==> src/rtl/serialtopara_pkg.sv <==
// Shared types and constants for the two-lane serial-to-parallel receiver.
package serialtopara_pkg;

   localparam logic [7:0] COMMA_DEFAULT = 8'hBC;
   localparam int         BIT_CNT_W     = 3;
   localparam int         CNT_W         = 4;

   typedef enum logic [1:0] {
      SEARCH,
      ALIGNING,
      ACTIVE
   } lane_state_t;

endpackage

==> src/rtl/serialtopara_rx_if.sv <==
// Serial inputs and recovered-byte outputs of both receiver lanes.
interface serialtopara_rx_if;

   logic       in0;
   logic       in1;
   logic [7:0] out0;
   logic [7:0] out1;
   logic       valid_0;
   logic       valid_1;
   logic       stb_0;
   logic       stb_1;
   logic       active_0;
   logic       active_1;

   modport master (
      output in0, in1,
      input  out0, out1, valid_0, valid_1, stb_0, stb_1, active_0, active_1
   );

   modport slave (
      input  in0, in1,
      output out0, out1, valid_0, valid_1, stb_0, stb_1, active_0, active_1
   );

endinterface

==> src/rtl/serialtopara_lane.sv <==
// One receiver lane: comma search, byte alignment and data recovery.
// SERIALTOPARA_REALIGN_EN adds misaligned-comma detection that drops back to SEARCH.
module serialtopara_lane
   import serialtopara_pkg::*;
#(
   parameter logic [7:0] COMMA       = COMMA_DEFAULT,
   parameter int         COMMA_COUNT = 4
`ifdef SERIALTOPARA_REALIGN_EN
   ,
   parameter int         MISALIGN_LIMIT = 4
`endif
) (
   input  logic       clk,
   input  logic       reset,
   input  logic       din,
   output logic [7:0] dout,
   output logic       valid,
   output logic       stb,
   output logic       active
);

   localparam logic [CNT_W-1:0] COMMA_CNT_L = CNT_W'(COMMA_COUNT);
`ifdef SERIALTOPARA_REALIGN_EN
   localparam logic [CNT_W-1:0] MIS_LIMIT_L = CNT_W'(MISALIGN_LIMIT);
`endif

   lane_state_t          state, state_nxt;
   logic [6:0]           sr;
   logic [BIT_CNT_W-1:0] bit_cnt, bit_cnt_nxt;
   logic [CNT_W-1:0]     comma_cnt, comma_cnt_nxt;
   logic [7:0]           dout_nxt;
   logic                 valid_nxt;
   logic                 stb_nxt;
`ifdef SERIALTOPARA_REALIGN_EN
   logic [CNT_W-1:0]     mis_cnt, mis_cnt_nxt;
`endif

   logic [7:0] win;
   logic       boundary;
   logic       is_comma;

   // The newest bit completes the window, so only seven history bits are stored.
   assign win      = {sr, din};
   assign boundary = &bit_cnt;
   assign is_comma = (win == COMMA);
   assign active   = (state == ACTIVE);

   // NOTE: every next-value gets a default before the case so no latch is inferred.
   always_comb begin
      state_nxt     = state;
      bit_cnt_nxt   = bit_cnt + 1'b1;
      comma_cnt_nxt = comma_cnt;
      dout_nxt      = dout;
      valid_nxt     = valid;
      stb_nxt       = 1'b0;
`ifdef SERIALTOPARA_REALIGN_EN
      mis_cnt_nxt   = mis_cnt;
`endif
      unique case (state)
         SEARCH: begin
            if (is_comma) begin
               bit_cnt_nxt   = '0;
               comma_cnt_nxt = CNT_W'(1);
               state_nxt     = (COMMA_COUNT == 1) ? ACTIVE : ALIGNING;
            end
         end
         ALIGNING: begin
            if (boundary) begin
               if (is_comma) begin
                  comma_cnt_nxt = comma_cnt + 1'b1;
                  if (comma_cnt + 1'b1 == COMMA_CNT_L) state_nxt = ACTIVE;
               end else begin
                  comma_cnt_nxt = '0;
                  state_nxt     = SEARCH;
               end
            end
         end
         ACTIVE: begin
            if (boundary) begin
               dout_nxt  = win;
               valid_nxt = !is_comma;
               stb_nxt   = 1'b1;
`ifdef SERIALTOPARA_REALIGN_EN
               if (is_comma) mis_cnt_nxt = '0;
            end else if (is_comma) begin
               // A comma off the locked phase means the stream slipped.
               if (mis_cnt + 1'b1 == MIS_LIMIT_L) begin
                  state_nxt     = SEARCH;
                  valid_nxt     = 1'b0;
                  mis_cnt_nxt   = '0;
                  comma_cnt_nxt = '0;
                  bit_cnt_nxt   = '0;
               end else begin
                  mis_cnt_nxt = mis_cnt + 1'b1;
               end
`endif
            end
         end
         default: state_nxt = SEARCH;
      endcase
   end

   // NOTE: state registers use non-blocking assignments so all updates share one edge.
   always_ff @(posedge clk or posedge reset) begin
      if (reset) begin
         state     <= SEARCH;
         sr        <= '0;
         bit_cnt   <= '0;
         comma_cnt <= '0;
         dout      <= 8'h00;
         valid     <= 1'b0;
         stb       <= 1'b0;
`ifdef SERIALTOPARA_REALIGN_EN
         mis_cnt   <= '0;
`endif
      end else begin
         state     <= state_nxt;
         sr        <= win[6:0];
         bit_cnt   <= bit_cnt_nxt;
         comma_cnt <= comma_cnt_nxt;
         dout      <= dout_nxt;
         valid     <= valid_nxt;
         stb       <= stb_nxt;
`ifdef SERIALTOPARA_REALIGN_EN
         mis_cnt   <= mis_cnt_nxt;
`endif
      end
   end

endmodule

==> src/rtl/serialtopara_rx.sv <==
// Two independent serial-to-parallel lanes sharing clock and reset.
// SERIALTOPARA_REALIGN_EN enables misaligned-comma realignment in both lanes.
module serialtopara_rx
   import serialtopara_pkg::*;
#(
   parameter logic [7:0] COMMA       = COMMA_DEFAULT,
   parameter int         COMMA_COUNT = 4
`ifdef SERIALTOPARA_REALIGN_EN
   ,
   parameter int         MISALIGN_LIMIT = 4
`endif
) (
   input  logic            clk,
   input  logic            reset,
   serialtopara_rx_if.slave bus
);

   serialtopara_lane #(
      .COMMA          (COMMA),
      .COMMA_COUNT    (COMMA_COUNT)
`ifdef SERIALTOPARA_REALIGN_EN
      ,
      .MISALIGN_LIMIT (MISALIGN_LIMIT)
`endif
   ) u_lane0 (
      .clk    (clk),
      .reset  (reset),
      .din    (bus.in0),
      .dout   (bus.out0),
      .valid  (bus.valid_0),
      .stb    (bus.stb_0),
      .active (bus.active_0)
   );

   serialtopara_lane #(
      .COMMA          (COMMA),
      .COMMA_COUNT    (COMMA_COUNT)
`ifdef SERIALTOPARA_REALIGN_EN
      ,
      .MISALIGN_LIMIT (MISALIGN_LIMIT)
`endif
   ) u_lane1 (
      .clk    (clk),
      .reset  (reset),
      .din    (bus.in1),
      .dout   (bus.out1),
      .valid  (bus.valid_1),
      .stb    (bus.stb_1),
      .active (bus.active_1)
   );

endmodule

==> src/flat_wrapper.sv <==
// flat-port wrapper written by rule: the top's interface ports become plain ports
module serialtopara_rx_flat import serialtopara_pkg::*;
#(
   parameter logic [7:0] COMMA       = COMMA_DEFAULT,
   parameter int         COMMA_COUNT = 4

)
  (clk, reset, bus_in0, bus_in1, bus_out0, bus_out1, bus_valid_0, bus_valid_1, bus_stb_0, bus_stb_1, bus_active_0, bus_active_1);
  serialtopara_rx_if bus_i ();
  input  logic clk;
  input  logic reset;
  input wire logic [$bits(bus_i.in0)-1:0] bus_in0;
  input wire logic [$bits(bus_i.in1)-1:0] bus_in1;
  output wire logic [$bits(bus_i.out0)-1:0] bus_out0;
  output wire logic [$bits(bus_i.out1)-1:0] bus_out1;
  output wire logic [$bits(bus_i.valid_0)-1:0] bus_valid_0;
  output wire logic [$bits(bus_i.valid_1)-1:0] bus_valid_1;
  output wire logic [$bits(bus_i.stb_0)-1:0] bus_stb_0;
  output wire logic [$bits(bus_i.stb_1)-1:0] bus_stb_1;
  output wire logic [$bits(bus_i.active_0)-1:0] bus_active_0;
  output wire logic [$bits(bus_i.active_1)-1:0] bus_active_1;
  assign bus_i.in0 = bus_in0;
  assign bus_i.in1 = bus_in1;
  assign bus_out0 = bus_i.out0;
  assign bus_out1 = bus_i.out1;
  assign bus_valid_0 = bus_i.valid_0;
  assign bus_valid_1 = bus_i.valid_1;
  assign bus_stb_0 = bus_i.stb_0;
  assign bus_stb_1 = bus_i.stb_1;
  assign bus_active_0 = bus_i.active_0;
  assign bus_active_1 = bus_i.active_1;
  serialtopara_rx #(.COMMA(COMMA), .COMMA_COUNT(COMMA_COUNT)) u_core (.clk(clk), .reset(reset), .bus(bus_i));
endmodule
==> config.mk <==
export PLATFORM = sky130hd
export DESIGN_NAME = serialtopara_rx_flat
export DESIGN_NICKNAME = d
export VERILOG_FILES = /design/src/rtl/serialtopara_pkg.sv /design/src/rtl/serialtopara_rx_if.sv /design/src/rtl/serialtopara_lane.sv /design/src/rtl/serialtopara_rx.sv /design/src/flat_wrapper.sv
export SDC_FILE = /design/constraint.sdc
export NUM_CORES = 1
export LEC_CHECK = 0
export ABC_CLOCK_PERIOD_IN_PS = 1900
export CAP_MARGIN = 20
export CORE_AREA = 2 2 61 75
export CTS_CLUSTER_SIZE = 25
export DETAILED_ROUTE_END_ITERATION = 6
export DIE_AREA = 0 0 63 77
export PLACE_DENSITY = 0.84
export SYNTH_ARGS = -nofsm -noshare
export SYNTH_HDL_FRONTEND = slang
export SYNTH_SLANG_ARGS = --single-unit
==> constraint.sdc <==
create_clock -name clk -period 1.9 [get_ports clk]
set_clock_uncertainty 0.15 [all_clocks]
set_input_delay 0.19 -clock clk [delete_from_list [all_inputs] [get_ports clk]]
set_output_delay 0.19 -clock clk [all_outputs]
set_load 0.01 [all_outputs]
**Word level (Yosys, flattened, before mapping)**

Cells that the tools add are included.

- Word-level logic and storage cells: 74
- Output and inout port bits: 22
- Register bits after elaboration: 52
- Input bits: 4

- Add/sub/neg operators: 4
- Multiplexer cells: 26
- Equal/unequal tests: 14
- Bitwise operators: 2
- Reduce and logical (&&, ||, !) cells: 14

Operators by type and width:

| operator | number |
|---|---|
| 2-to-1 mux 4 bit | 6 |
| equality test 8 bit, second input constant | 2 |
| 2-to-1 mux 2 bit | 8 |
| case mux 4 bit (2 select lines) | 2 |
| AND reduction 4 bit | 4 |
| 2-to-1 mux 3 bit | 4 |
| case mux 2 bit (3 select lines) | 2 |
| AND reduction 3 bit | 4 |
| adder 4 x 1 -> 4 bit, second input constant | 2 |
| equality test 4 x 3 -> 1 bit, second input constant | 2 |
| != test 2 bit, second input constant | 4 |
| adder 3 x 1 -> 3 bit, second input constant | 2 |
| != test 3 bit, second input constant | 2 |
| equality test 2 x 1 -> 1 bit, second input constant | 2 |
| equality test 2 bit, second input constant | 2 |
| zero test 2 bit | 2 |
| 2-to-1 mux 1 bit | 4 |
| nonzero test 2 bit | 2 |
| zero test 1 bit | 2 |
| inverter 1 bit | 2 |

**Depth between registers and ports, before layout**

- Depth after elaboration: 6
- Mapped depth: 6
- Depth with buffers taken out: 6

**By module**

A second synthesis with hierarchy kept.

- Cells, all modules: 160
- Area, all modules: 2,199.6 µm²

Modules (own cells, without submodules):

| module | sequential area each (µm²) | times used | cells each | area an instance (µm²) |
|---|---|---|---|---|
| serialtopara_lane | 650.6 | 2 | 80 | 1,099.8 |

**Worst setup path after synthesis**

Ideal clock, no wire load.

- Path kind: register to register
- Start: register u_core.u_lane0.sr[5]
- End: register u_core.u_lane0.comma_cnt[3]
- Setup time: 0.078 ns
- Clock period less this slack: 1.699 ns
- Data arrival time: 1.471 ns
- Required time: 1.672 ns
- Slack: 0.201 ns
- Cell stages (with the launch flop): 6
- Cells stage by stage: dfrtp_1 > or4b_4 > buf_6 > o31ai_1 > a22oi_1 > o2bb2ai_1

- Cells in the longest elaborated chain, start to end: 4
- Elaborated cells on any way between the ends: 6
- Classes of those cells: 2 x eq/ne; 3 x mux; 1 x reduce/logical

RTL lines:

| element | RTL line | RTL |
|---|---|---|
| from (decl) | serialtopara_lane.sv:28 | `logic [6:0] sr;` |
| from (signal assigned) | serialtopara_lane.sv:118 | `sr <= win[6:0];` |
| equality test 8 bit * | serialtopara_lane.sv:45 | `assign is_comma = (win == COMMA);` |
| 2-to-1 mux 4 bit | serialtopara_lane.sv:69 | `if (is_comma) begin` |
| 2-to-1 mux 4 bit | serialtopara_lane.sv:68 | `if (boundary) begin` |
| case mux 4 bit (2 select lines) | serialtopara_lane.sv:59 | `unique case (state)` |
| to (signal assigned) | serialtopara_lane.sv:120 | `comma_cnt <= comma_cnt_nxt;` |
| to (decl) | serialtopara_lane.sv:30 | `logic [CNT_W-1:0] comma_cnt, comma_cnt_nxt;` |

Every way passes the cells marked *; elsewhere a longest branch is shown, timed or not. The select of a mux whose other input is x is not followed.
A chain may end at the register's enable or synchronous reset.

**Worst setup path after layout**

- Start: register u_core.u_lane1.sr[5]
- End: register u_core.u_lane1.comma_cnt[2]

- Cells in the longest elaborated chain, start to end: 4
- Elaborated cells on any way between the ends: 6
- Classes of those cells: 2 x eq/ne; 3 x mux; 1 x reduce/logical

RTL lines:

| element | RTL line |
|---|---|
| from (decl) | serialtopara_lane.sv:28 |
| from (signal assigned) | serialtopara_lane.sv:118 |
| equality test 8 bit * | serialtopara_lane.sv:45 |
| 2-to-1 mux 4 bit | serialtopara_lane.sv:69 |
| 2-to-1 mux 4 bit | serialtopara_lane.sv:68 |
| case mux 4 bit (2 select lines) | serialtopara_lane.sv:59 |
| to (signal assigned) | serialtopara_lane.sv:120 |
| to (decl) | serialtopara_lane.sv:30 |

Marked as above.

==> flow_metrics.env <==
export IMPL_rsz0062_at_grt="yes"
export IMPL_drt_iter0_drc=95
export IMPL_drtPass1Iterations=4
export IMPL_required_ns=2.00
export IMPL_ys_types=40
export IMPL_place_hpwl_um=3040
export IMPL_cp_max_fo=6
export IMPL_vias_per_cell=5.83
export IMPL_start_util=0.522
export IMPL_ant_nets=0
export IMPL_maxSlewViolCount=0
export IMPL_totalWireLength_um=4190
export IMPL_ctsHoldBuffers=0
export IMPL_grt_pass1_vias=1558
export IMPL_crit_path_start_kind="flop"
export IMPL_gp_congestion=0.909
export IMPL_fmax_ghz=0.540
export IMPL_worst_path_buf_inv=0
export IMPL_cap_violations=0
export IMPL_critPathCaptureType="flop"
export IMPL_cts_buffers=5
export IMPL_vias=1470
export IMPL_ys_flop_type="dfrtp_1"
export IMPL_syn_inst=158
export IMPL_path_cells="or4b_4 > nor3_4 > a32o_2 > a22o_1"
export IMPL_synth_edff_count=0
export IMPL_overflow=0
export IMPL_drive_gt1_frac=0.230
export IMPL_synthArstFlopShare=1.00
export IMPL_tritoncts="done"
export IMPL_min_period_ns=1.85
export IMPL_tightestPinTransition_ns=0.351
export IMPL_slowest_stage="or4b_4"
export IMPL_setup_viol=0
export IMPL_clockBufferDepth=2
export IMPL_run_status="complete, no violations"
export IMPL_drc=0
export IMPL_cts_sinks=52
export IMPL_syn_avg_cell_area_um2=13.6
export IMPL_cp_arrival_ns=1.95
export IMPL_fin_util=0.646
export IMPL_stdcell_count=252
export IMPL_post_cts_buffers=0
export IMPL_antenna_found_initial=0
export IMPL_port_buffer_count=25
export IMPL_ir_drop_v=0.000548
export IMPL_grt_max_degree=53
export IMPL_ios=26
export IMPL_fp_dieW_um=63
export IMPL_wl_per_cell_um=16.6
export IMPL_ys_seq_elements=52
export IMPL_final_nets=207
export IMPL_critPathKind="flop to flop"
export IMPL_rows=26
export IMPL_htreeDepth=2
export IMPL_ys_seq_area_frac=0.604
export IMPL_synth_top_cell_area_share=0.604
export IMPL_synth_area_um2=2160
export IMPL_hold_viol=0
export IMPL_diodes=0
export IMPL_clk_insertion_delay_late_ns=0.30
export IMPL_core_area_um2=4130
export IMPL_worstHoldPathType="input port to asynchronous set/reset pin"
export IMPL_critical_path_max_stage_delay_ns=0.58
export IMPL_period_share=0.975
export IMPL_leakagePower_uw=0.00123
export IMPL_cp_top_family="simple AND/OR/NAND/NOR gates"
export IMPL_path_clk_slew_ns=0.09
export IMPL_die_y_um=77
export IMPL_synth_area_leaders="dfrtp_1 60%, mux2_2 8.4%, ha_1 4.6%"
export IMPL_track_usage=0.190
export IMPL_powerDensity_nw_per_um2=824
export IMPL_yosysWarnings=0
export IMPL_slew_headroom=0.766
export IMPL_syn_nets=170
export IMPL_grt_pass1_wl_um=7180
export IMPL_yosysTopAreaCell="dfrtp_1"
export IMPL_cts_root_buf="clkbuf_8"
export IMPL_die_area_um2=4850
export IMPL_syn2layout_area_growth_pct=23.8
export IMPL_place_inst=244
==> layout make-up <==
class                   instances  area [um2]
inverters                       3        11.3
well taps                      56        70.1
clock inverters                 2        38.8
clock buffers                   6        82.6
fillers                       339        1460
repair buffers                 33         322
flip-flops and latches         52        1300
multi-input cells             100         842
==> power breakdown <==
group | leakage [uW] | switching (uW) | internal [uW]
Clock | 0.0000614 | 353 | 431
Combinational | 0.000504 | 84.6 | 77.0
Sequential | 0.000667 | 72.3 | 1180
Total | 0.00123 | 510 | 1690
==> Yosys cell counts, types with 2 or more instances <==
cell / number
or4b_4: 2
o21ai_0: 5
nor2b_1: 6
nand2_1: 4
a21o_1: 2
nand3b_1: 2
a22o_1: 3
a21boi_0: 2
ha_1: 8
mux2_2: 16
nor2_1: 6
dfrtp_1: 52
o2bb2ai_1: 3
nand3_1: 2
a32o_1: 2
inv_1: 3
a22oi_1: 3
o31ai_1: 4
and2_1: 2
nor3b_1: 2
and3_1: 2
nand4_1: 3
nand4_2: 2
o21bai_1: 3
a21oi_1: 4
==> path summary, 6_finish.rpt <==
path	from	to	slack, ns	depth (start not counted)
min	reset	u_core.u_lane1.dout[6]	0.08	3
min reg2reg	u_core.u_lane1.sr[1]	u_core.u_lane1.sr[2]	0.25	0
max in group asynchronous	reset	u_core.u_lane0.state[0]	1.27	3
max reg2reg	u_core.u_lane1.sr[5]	u_core.u_lane1.comma_cnt[2]	0.05	4
min in group clk	bus_in0	u_core.u_lane0.sr[0]	0.22	1
max	u_core.u_lane1.sr[5]	u_core.u_lane1.comma_cnt[2]	0.05	4
==> cells in the final DEF (no fill, tap or decap), types with 2 or more instances in the layout <==
cell,count
nand4_1,3
or4b_4,2
o31ai_1,3
and2_1,2
o21bai_1,3
mux2_2,16
and3_1,2
nand4_2,2
ha_1,8
a21boi_0,2
clkbuf_8,6
nand3b_1,2
a22oi_1,3
a21oi_1,4
nor2b_1,5
clkdlybuf4s50_1,24
nor2_1,6
nor3b_1,2
inv_1,2
a22o_1,3
dfrtp_1,51
a21o_1,2
o21ai_0,5
o2bb2ai_1,3
nand3_1,2
buf_4,7
nand2_1,4
==> cells by family (layout without fill, tap and decap cells) <==
| logic type | after synthesis | after routing | share of synthesized area |
|---|---|---|---|
| compound gates | 35 | 35 | 0.118 |
| xor+xnor | 1 | 1 | 0.00406 |
| fa+ha+maj | 8 | 8 | 0.0464 |
| buf+inv | 6 | 44 | 0.0145 |
| flops | 52 | 52 | 0.604 |
| mux | 16 | 16 | 0.0836 |
| simple gates | 40 | 40 | 0.129 |
==> repair_timing <==
item	CTS	global route
endpoints found under the hold margin	0	0
gates resized for setup	3	4
pin swaps	0	6
endpoints found under the setup margin	1	5
==> layer usage <==
metal  vias up  part of all wire  track usage
met3        21             0.036       0.0411
li1        656                 -            -
met2        50              0.53        0.326
met4         0             0.033        0.111
met5         -                 0            0
met1       743              0.40        0.217
==> sequential cells by signal, indices dropped and copies added, names as in the netlist <==
register	flops
u_core.u_lane0.dout	8
u_core.u_lane1.dout	8
u_core.u_lane0.sr	7
u_core.u_lane1.sr	7
u_core.u_lane0.comma_cnt	4
u_core.u_lane1.comma_cnt	4
u_core.u_lane0.bit_cnt	3
u_core.u_lane1.bit_cnt	3
u_core.u_lane0.state	2
u_core.u_lane1.state	2
u_core.u_lane0.stb	1
u_core.u_lane0.valid	1
u_core.u_lane1.stb	1
u_core.u_lane1.valid	1
==> through the flow <==
stage | total power, uW | hold WS (ns) | area, um2 | TNS, ns | setup slack (ns)
global route | 2290 | 0.140 | 2670 | -0.00722 | -0.00645
finish | 2200 | 0.0769 | 2670 | 0 | 0.0484
global placement | 1410 | 0.231 | 2530 | -0.276 | -0.0560
detailed placement | 1440 | 0.232 | 2530 | -0.874 | -0.129
floorplan | 1370 | 0.0714 | 2160 | 0 | 0.201
CTS | 2220 | 0.0910 | 2650 | 0 | 0.00139
==> worst reg2reg max path, delay by kind of cell (launching register included) <==
family	cells	cell delay, ns
compound gates	2	0.34
flops	1	0.42
simple gates	2	0.89
Note: power is estimated with default switching activity, not from simulation.
